===== config.mk =====
export PLATFORM = sky130hd
export DESIGN_NAME = negate_arbiter
export DESIGN_NICKNAME = d
export VERILOG_FILES = /design/src/rtl/neg_arb_pkg.sv /design/src/rtl/rr_arbiter.sv /design/src/rtl/twos_complement.sv /design/src/rtl/negate_arbiter.sv
export SDC_FILE = /design/constraint.sdc
export NUM_CORES = 1
export LEC_CHECK = 0
export ABC_CLOCK_PERIOD_IN_PS = 4300
export CAP_MARGIN = 20
export CORE_MARGIN = 1.5
export CORE_UTILIZATION = 45
export CTS_CLUSTER_SIZE = 30
export DETAILED_ROUTE_END_ITERATION = 8
export GPL_TIMING_DRIVEN = 0
export PLACE_DENSITY = 0.86
export SLEW_MARGIN = 20
export SYNTH_ARGS = -nofsm -noshare
export SYNTH_HDL_FRONTEND = slang
export SYNTH_SLANG_ARGS = --single-unit

===== constraint.sdc =====
create_clock -name clk -period 4.3 [get_ports clk]
set_input_delay 0.86 -clock clk [delete_from_list [all_inputs] [get_ports clk]]
set_output_delay 0.86 -clock clk [all_outputs]
set_load 0.02 [all_outputs]

===== src/rtl/neg_arb_pkg.sv =====
`default_nettype none
// ============================================================================
// Module : neg_arb_pkg
// Brief  : Shared types and default sizing for the negate arbiter slice.
// Rev    : 1.0 - initial release
// ============================================================================
package neg_arb_pkg;

    localparam int c_DEF_NUM_REQ = 4;
    localparam int c_DEF_WIDTH   = 8;

    typedef enum logic [0:0] {
        EMPTY = 1'b0,
        FULL  = 1'b1
    } state_t;

endpackage
`default_nettype wire


===== src/rtl/rr_arbiter.sv =====
`default_nettype none
// ============================================================================
// Module : rr_arbiter
// Brief  : Round-robin one-hot grant; search starts one past the last grant.
// Rev    : 1.0 - initial release
// ============================================================================
module rr_arbiter #(
    parameter int NUM_REQ = 4,
    parameter int IDW     = $clog2(NUM_REQ)
) (
    input  logic [NUM_REQ-1:0] i_req,
    input  logic [IDW-1:0]     i_last_grant,
    output logic [NUM_REQ-1:0] o_grant
);

    logic           w_found;
    logic [IDW:0]   w_sum;
    logic [IDW-1:0] w_idx;

    always_comb begin
        o_grant = '0;
        w_found = 1'b0;
        w_sum   = '0;
        w_idx   = '0;
        for (int k = 1; k <= NUM_REQ; k++) begin
            // One spare bit so the wrap-around compare works for NUM_REQ = 2**IDW.
            w_sum = {1'b0, i_last_grant} + (IDW+1)'(k);
            if (w_sum >= (IDW+1)'(NUM_REQ)) begin
                w_sum = w_sum - (IDW+1)'(NUM_REQ);
            end
            w_idx = w_sum[IDW-1:0];
            if (!w_found && i_req[w_idx]) begin
                o_grant[w_idx] = 1'b1;
                w_found        = 1'b1;
            end
        end
    end

endmodule
`default_nettype wire


===== src/rtl/twos_complement.sv =====
`default_nettype none
// ============================================================================
// Module : twos_complement
// Brief  : Combinational two's complement negation with most-negative flag.
// Rev    : 1.0 - initial release
// ============================================================================
module twos_complement #(
    parameter int WIDTH = 8
) (
    input  logic [WIDTH-1:0] i_operand,
    output logic [WIDTH-1:0] o_result,
    output logic             o_ovf
);

    // The most negative value has no positive counterpart and negates to itself.
    assign o_result = ~i_operand + {{(WIDTH-1){1'b0}}, 1'b1};
    assign o_ovf    = (i_operand == {1'b1, {(WIDTH-1){1'b0}}});

endmodule
`default_nettype wire


===== src/rtl/negate_arbiter.sv =====
`default_nettype none
// ============================================================================
// Module : negate_arbiter
// Brief  : Round-robin arbiter feeding a registered two's complement negator.
//          Define NEG_ARB_STATS_EN to add the ovf_count saturating counter.
// Rev    : 1.0 - initial release
// ============================================================================
module negate_arbiter
    import neg_arb_pkg::*;
#(
    parameter int NUM_REQ = c_DEF_NUM_REQ,
    parameter int WIDTH   = c_DEF_WIDTH,
    localparam int IDW    = $clog2(NUM_REQ)
) (
    input  logic                     clk,
    input  logic                     rst,
    input  logic [NUM_REQ-1:0]       req_valid,
    input  logic [NUM_REQ*WIDTH-1:0] req_data,
    output logic [NUM_REQ-1:0]       req_ready,
    output logic                     out_valid,
    input  logic                     out_ready,
    output logic [WIDTH-1:0]         out_data,
    output logic [IDW-1:0]           out_id,
    output logic                     out_ovf
`ifdef NEG_ARB_STATS_EN
    ,
    output logic [7:0]               ovf_count
`endif
);

    state_t           r_state;
    state_t           w_state_next;
    logic [IDW-1:0]   r_last_grant;
    logic [WIDTH-1:0] r_data;
    logic [IDW-1:0]   r_id;
    logic             r_ovf;

    logic [NUM_REQ-1:0] w_grant;
    logic               w_can_accept;
    logic               w_accept;
    logic [IDW-1:0]     w_sel_id;
    logic [IDW-1:0]     w_k;
    logic [WIDTH-1:0]   w_ops [NUM_REQ];
    logic [WIDTH-1:0]   w_operand;
    logic [WIDTH-1:0]   w_neg;
    logic               w_ovf;

    rr_arbiter #(
        .NUM_REQ (NUM_REQ),
        .IDW     (IDW)
    ) u_rr (
        .i_req        (req_valid),
        .i_last_grant (r_last_grant),
        .o_grant      (w_grant)
    );

    // Ready never depends on req_data; reset blocks any accept in its cycle.
    assign w_can_accept = !rst && ((r_state == EMPTY) || out_ready);
    assign req_ready    = w_can_accept ? w_grant : '0;
    assign w_accept     = |(req_valid & req_ready);

    for (genvar i = 0; i < NUM_REQ; i++) begin : g_unpack
        assign w_ops[i] = req_data[i*WIDTH +: WIDTH];
    end

    always_comb begin
        w_sel_id = '0;
        w_k      = '0;
        for (int k = 0; k < NUM_REQ; k++) begin
            w_k = IDW'(k);
            if (req_ready[w_k]) begin
                w_sel_id = w_k;
            end
        end
    end

    assign w_operand = w_ops[w_sel_id];

    twos_complement #(
        .WIDTH (WIDTH)
    ) u_neg (
        .i_operand (w_operand),
        .o_result  (w_neg),
        .o_ovf     (w_ovf)
    );

    always_comb begin
        w_state_next = r_state;
        case (r_state)
            EMPTY:   if (w_accept) w_state_next = FULL;
            FULL:    if (out_ready && !w_accept) w_state_next = EMPTY;
            default: w_state_next = EMPTY;
        endcase
    end

    always_ff @(posedge clk) begin
        if (rst) begin
            r_state      <= EMPTY;
            r_last_grant <= IDW'(NUM_REQ - 1);
            r_data       <= '0;
            r_id         <= '0;
            r_ovf        <= 1'b0;
        end else begin
            r_state <= w_state_next;
            if (w_accept) begin
                r_last_grant <= w_sel_id;
                r_data       <= w_neg;
                r_id         <= w_sel_id;
                r_ovf        <= w_ovf;
            end
        end
    end

    assign out_valid = (r_state == FULL);
    assign out_data  = r_data;
    assign out_id    = r_id;
    assign out_ovf   = r_ovf;

`ifdef NEG_ARB_STATS_EN
    logic [7:0] r_ovf_count;

    always_ff @(posedge clk) begin
        if (rst) begin
            r_ovf_count <= '0;
        end else if (w_accept && w_ovf && (r_ovf_count != 8'hFF)) begin
            r_ovf_count <= r_ovf_count + 8'd1;
        end
    end

    assign ovf_count = r_ovf_count;
`endif

endmodule
`default_nettype wire

# --- Word-level counts from Yosys, hierarchy flattened ---
# Index checks and enable logic that the tools add are counted.
classes:
  n_bitwise: 7
  magnitude_cmp: 13
  n_reduce_logical: 16
  n_eq_ne: 1
  n_addsub: 9
  mux: 37
op_table:
  columns: ["operator", "count"]
  rows:
  - ["two-way mux 4 bit", 5]
  - ["binary-select mux 8 bit (select 2 bit)", 1]
  - ["two-way mux 8 bit", 2]
  - [">= comparator 3 bit (second input constant)", 5]
  - ["two-way mux 1 bit", 14]
  - ["less-than comparator 2 x 3 -> 1 bit (second input constant)", 4]
  - ["two-way mux 2 bit", 6]
  - ["bitwise OR 4 bit", 3]
  - ["logical AND 1 bit", 9]
  - ["adder 8 x 1 -> 8 bit (second input constant)", 1]
  - ["binary-select mux 1 bit (select 2 bit)", 4]
  - ["demux 1 bit (select 2 bit)", 4]
  - ["equality test 8 bit (second input constant)", 1]
  - [">= comparator 2 x 1 -> 1 bit (second input constant)", 4]
  - ["NOT 8 bit", 1]
  - ["subtractor 2 x 1 -> 2 bit (second input constant)", 4]
  - ["adder 2 x 2 -> 3 bit (second input constant)", 2]
  - ["zero test 1 bit", 5]
  - ["bitwise AND 4 bit", 1]
  - ["OR reduction 4 bit", 1]
  - ["adder 2 x 1 -> 3 bit (second input constant)", 1]
  - ["adder 2 x 3 -> 3 bit (second input constant)", 1]
  - ["NOT 2 -> 3 bit", 1]
  - ["case mux 1 bit (2 select lines)", 1]
  - ["2 further kinds", 2]
word_totals:
  regBits: 14
  output_inout_bits: 16
  inputBits: 39
  elab_cells: 88

# --- Depth between registers and ports, before layout ---
depth:
  depth_word: 25
  ltp_mapped: 18
  depth_no_buf: 15

# --- Hierarchy ---
# A second synthesis with hierarchy kept.
hier_totals:
  cells_unflattened: 159
  area_unflattened_um2: 1370.1
modules_own_cells:
  columns: ["mod", "n_inst", "seq_area_each_um2", "cells_each", "area_each_um2"]
  rows:
  - ["negate_arbiter", 1, 280.3, 101, 862.1]
  - ["rr_arbiter", 1, 0.0, 38, 357.8]
  - ["twos_complement", 1, 0.0, 20, 150.1]

# --- Worst setup path after synthesis ---
# OpenSTA, ideal clock, no wires.
synth_path:
  path_type: "register to register"
  startpoint: "register r_last_grant[0]"
  endpoint: "register r_data[4] (netlist: out_data[4])"
  period_less_slack_ns: 3.856
  path_buffers: 2
  slack_ns: 0.444
  path_stages_with_launch: 18
  setup_time_ns: 0.086
  arrival_ns: 3.770
  required_ns: 4.214
  path_cell_list: "dfxtp_1 buf_6 inv_1 ha_1 mux4_2 or3b_1 o21ai_2 o21ai_2 inv_2 buf_4 a211oi_1 o31ai_2 inv_1 ha_1 o311ai_1 nor2_1 xnor2_1 a211oi_1"
synth_via:
  elab_cells_between_ends: 72
  classes_between: "9 x add/sub; 12 x order compare; 34 x mux; 6 x bitwise; 11 x reduce/logical"
synth_rtl:
  columns: ["element", "line", "source"]
  rows:
  - ["from (decl)", "negate_arbiter.sv:33", "logic [IDW-1:0] r_last_grant;"]
  - ["from (signal assigned)", "negate_arbiter.sv:99", "r_last_grant <= IDW'(NUM_REQ - 1);"]
  - ["from (signal assigned)", "negate_arbiter.sv:106", "r_last_grant <= w_sel_id;"]
  - ["branches (longest 14 deep; another with adder 2 x 1 -> 3 bit)", null, null]
  - ["two-way mux 4 bit *", "rr_arbiter.sv:32", "if (!w_found && i_req[w_idx]) begin"]
  - ["two-way mux 4 bit *", "negate_arbiter.sv:59", "assign req_ready = w_can_accept ? w_grant : '0;"]
  - ["via req_ready[2]", "negate_arbiter.sv:19", "output logic [NUM_REQ-1:0] req_ready,"]
  - ["two-way mux 2 bit (2 in a row)", "negate_arbiter.sv:71", "if (req_ready[w_k]) begin"]
  - ["NOT 2 -> 3 bit (not written as such)", "negate_arbiter.sv:77", "assign w_operand = w_ops[w_sel_id];"]
  - ["binary-select mux 8 bit (select 2 bit)", "negate_arbiter.sv:77", null]
  - ["two-way mux 8 bit (not written as such) (2 in a row)", "negate_arbiter.sv:77", null]
  - ["NOT 8 bit", "twos_complement.sv:16", "assign o_result = ~i_operand + {{(WIDTH-1){1'b0}}, 1'b1};"]
  - ["adder 8 x 1 -> 8 bit", "twos_complement.sv:16", null]
  - ["to (signal assigned)", "negate_arbiter.sv:107", "r_data <= w_neg;"]
  - ["to (decl)", "negate_arbiter.sv:34", "logic [WIDTH-1:0] r_data;"]
# Mark *: on every way through the listed nets, which the timed path passes. The select of a mux whose other input is x is not followed.
# A chain may end at the register's enable or synchronous reset.

# --- Worst setup path after layout ---
layout_path:
  startpoint: "input port req_valid[0]"
  endpoint: "output port req_ready[2]"
layout_via:
  elab_chain_len: 13
  elab_cells_between_ends: 25
  classes_between: "16 x mux; 3 x bitwise; 6 x reduce/logical"
layout_rtl:
  columns: ["element", "line", "source"]
  rows:
  - ["from (decl)", "negate_arbiter.sv:17", "input logic [NUM_REQ-1:0] req_valid,"]
  - ["binary-select mux 1 bit (select 2 bit)", "rr_arbiter.sv:32", null]
  - ["two-way mux 1 bit (not written as such)", "rr_arbiter.sv:32", null]
  - ["two-way mux 1 bit", "rr_arbiter.sv:32", null]
  - ["zero test 1 bit", "rr_arbiter.sv:32", null]
  - ["logical AND 1 bit", "rr_arbiter.sv:32", null]
  - ["two-way mux 1 bit", "rr_arbiter.sv:32", null]
  - ["zero test 1 bit", "rr_arbiter.sv:32", null]
  - ["logical AND 1 bit", "rr_arbiter.sv:32", null]
  - ["two-way mux 1 bit", "rr_arbiter.sv:32", null]
  - ["zero test 1 bit", "rr_arbiter.sv:32", null]
  - ["logical AND 1 bit", "rr_arbiter.sv:32", null]
  - ["two-way mux 4 bit *", "rr_arbiter.sv:32", null]
  - ["two-way mux 4 bit *", "negate_arbiter.sv:59", null]
  - ["to (decl)", "negate_arbiter.sv:19", null]
# Mark *: on every way between the ends. The rest lies on a longest branch, timed or not. The select of a mux whose other input is x is not followed.

==> summary.txt <==
Status
  • Status: finished, final reports clean

Floorplan
  • Initial Util: 0.482
  • Die width: 60.9 µm
  • Row cnt: 20
  • Die area: between 3000 and 4000 µm²
  • Die Height: 60.9 µm
  • Std-Cell Core Area: approximately 3100 µm²
  • I/O pin cnt: 55

Route
  • DRT Wirelength: 4.25 mm
  • Initial DRC count: 75
  • Via count: approximately 1600
  • # DRC: 0
  • Via/cell ratio: around 5.6
  • DRT Pass-1 Iters: 4
  • Drt wl/cell: ~15 µm
  • Post-route ant nets: 0

Synth
  • Net Count, Synth: 224
  • Part of the Yosys area used for sequential elements: 0.186
  • Cell area after synthesis: 1510 µm²
  • Yosys cell types: 58
  • Ys flop type: dfxtp_1
  • Syn_area_per_cell: ~8.6 µm²
  • Post-synth EDFFs: 0
  • Flops & latches, synth: 14
  • Async SR Flop Fraction: 0
  • Post-Synthesis Cells: 176
  • YS warnings: 0

GRT
  • Vias in the first global route: ~1400
  • Initial antenna violation count: 0
  • Busiest grt layer: met2
  • Largest net degree at the start of global routing: 11
  • Met3 Usage GRT: 0.0235
  • Met1 usage: 0.336
  • Global Route Usage Sum: 0.234
  • Met2 Use GR: 0.369
  • First-pass GRT wire length: ~6.6 mm
  • Grt total ovfl: 0

Finish
  • Layout Cells excl Fill: 285
  • ANT cells: 0
  • Final core utilization: 0.704
  • Most frequent cells in the layout: clkdlybuf4s50_1, nand2_1, nor2_1
  • Final nets: 290
  • Layout cell share with drive strength beyond 1: 0.187
  • FILL cells: about 270
  • Area grow syn2layout: 46.0%
  • Multi-input logic area: between 1000 and 1500 µm²
  • Reg area: between 200 and 300 µm²
  • Commonest non-fill, non-tap cell in the layout: clkdlybuf4s50_1

Job
  • Max cap viols: 0

Power and ir drop
  • Max IR drop VDD: approximately 0.43 mV
  • Pwr/cell area: approximately 820 nW/µm²
  • Clock share of power: 0.053
  • Total power: 0.00181 W
  • Register share of total power: 0.131
  • Sw power: roughly 0.00091 W
  • Switching part of the total: 0.505
  • LEAKAGE: 0.885 nW
  • Int Power: 0.000896 W
  • Combinational Power Share: 0.816

Clock tree
  • CTS tree: done
  • Clock root cell: clkbuf_4
  • Clock transition at path regs: 0.08 ns
  • CTS Hold Bufs: 0
  • Clk sink count: 14
  • Max Root-Sink Buffers: 2
  • Clock latency on the worst-skew pair: just under 0.3 ns
  • H-tree depth: 1
  • CTS buffer count: 3

Placement
  • Placed Cells: roughly 270
  • Number of port buffers: between 50 and 60
  • Hpwl dp: around 3.3 mm
  • GP Congestion: 0.898

STA
  • Slew @ Worst Pin: approximately 0.72 ns
  • Relative slew slack: 0.518
  • Min Tclk post-route: approximately 4.2 ns
  • Worst clock skew: approximately 0.00085 ns
  • Period Utilization, post-route: 0.976
  • Final slew viol count: 0
  • Fin. Hold Viols: 0
  • # setup viols final: 0
  • Max Freq: 238 MHz

Worst setup path
  • Critical Path Fanout Max: 10
  • Required time of the critical path: about 3.4 ns
  • WP data arrival: 3.34 ns
  • Crit Path Class: primary input to output port
  • Worst Setup Start Kind: primary input
  • Crit path capture type: output port

Worst hold path
  • Hold Path Class: flip-flop to flip-flop
## area by class of cell
class	count	share of cell area
Tap cell	44	0.0250
Buffer	8	0.0250
Clock buffer	4	0.0165
Multi-Input combinational cell	143	0.519
Inverter	11	0.0199
Timing Repair Buffer	61	0.266
Sequential cell	14	0.128
## state kept, by name (all words and copies together), names as in the netlist
signal,count
out_data,8
out_id,2
out_ovf,1
out_valid,1
r_last_grant,2
## final timing paths
| check | from | to | slack, ns | cells past startpoint |
|---|---|---|---|---|
| hold / removal | out_ovf | out_ovf | 0.46 | 2 |
| hold reg to reg | out_ovf | out_ovf | 0.46 | 2 |
| setup / recovery | req_valid[0] | req_ready[2] | 0.10 | 8 |
| setup reg to reg | r_last_grant[0] | out_data[6] | 0.29 | 17 |
## cell usage after synthesis, types with 2 or more instances
cell,count,area share
nand2_1,17,0.042
nor2_1,16,0.040
a211oi_1,14,0.070
dfxtp_1,14,0.19
ha_1,9,0.075
inv_1,8,0.020
nor3_1,8,0.027
a21oi_1,5,0.017
mux4_2,5,0.075
nand2b_1,5,0.021
o21ai_0,5,0.017
o21ai_1,4,0.013
or3_1,4,0.017
nand3_1,3,0.010
o21a_1,3,0.015
o31ai_2,3,0.025
a211o_1,2,0.012
buf_2,2,0.0066
buf_6,2,0.015
inv_2,2,0.0050
nor2b_1,2,0.0083
nor3b_1,2,0.010
o21ai_2,2,0.012
o21bai_1,2,0.010
o31ai_4,2,0.028
xnor2_1,2,0.012
xor2_1,2,0.012
## metal layers
layer	wire [µm]	up-vias
met5	0	-
met4	25	0
met3	178	3
met2	2020	47
met1	2030	750
li1	-	791
## logic make-up (layout without fill, tap and decap cells)
kind of cell | Yosys count | in the layout | synth area share
mux | 8 | 8 | 0.0963
xor+xnor | 4 | 4 | 0.0232
buf+inv | 19 | 84 | 0.0639
compound gates | 55 | 55 | 0.319
flops | 14 | 14 | 0.186
simple gates | 67 | 67 | 0.237
fa+ha+maj | 9 | 9 | 0.0747
## critical path, stage by stage
cell             delay (ns)
clkdlybuf4s50_1        0.52
mux4_2                 0.59
or3b_1                 0.41
o21ai_2                0.20
o21ai_4                0.12
inv_2                  0.10
buf_4                  0.18
dlygate4sd2_1          0.35
## power by group through the flow
stage | Sequential [W] | Combinational (W) | Clock (W)
floorplan | 0.000288 | 0.000987 | 0
global placement | 0.000235 | 0.00138 | 0
detailed placement | 0.000238 | 0.00139 | 0
CTS | 0.000238 | 0.00140 | 0.0000969
global route | 0.000244 | 0.00161 | 0.000101
finish | 0.000238 | 0.00148 | 0.0000959
## timing repair
action	in CTS	in global routing
setup endpoints to repair	4	6
resized for setup	7	3
pin swaps	0	3
buffers inserted	0	7
## metrics by stage
| step | hold slack (ns) | cell area (µm²) | setup WS [ns] | TNS (ns) |
|---|---|---|---|---|
| CTS | 0.469 | 2140 | 0.0216 | 0 |
| global placement | 0.440 | 2100 | -0.358 | -1.13 |
| floorplan | 0.529 | 1510 | 0.444 | 0 |
| finish | 0.463 | 2200 | 0.105 | 0 |
| global route | 0.502 | 2200 | -0.0188 | -0.0285 |
| detailed placement | 0.455 | 2100 | -0.394 | -1.79 |
Power figures use the tool's default switching activity.
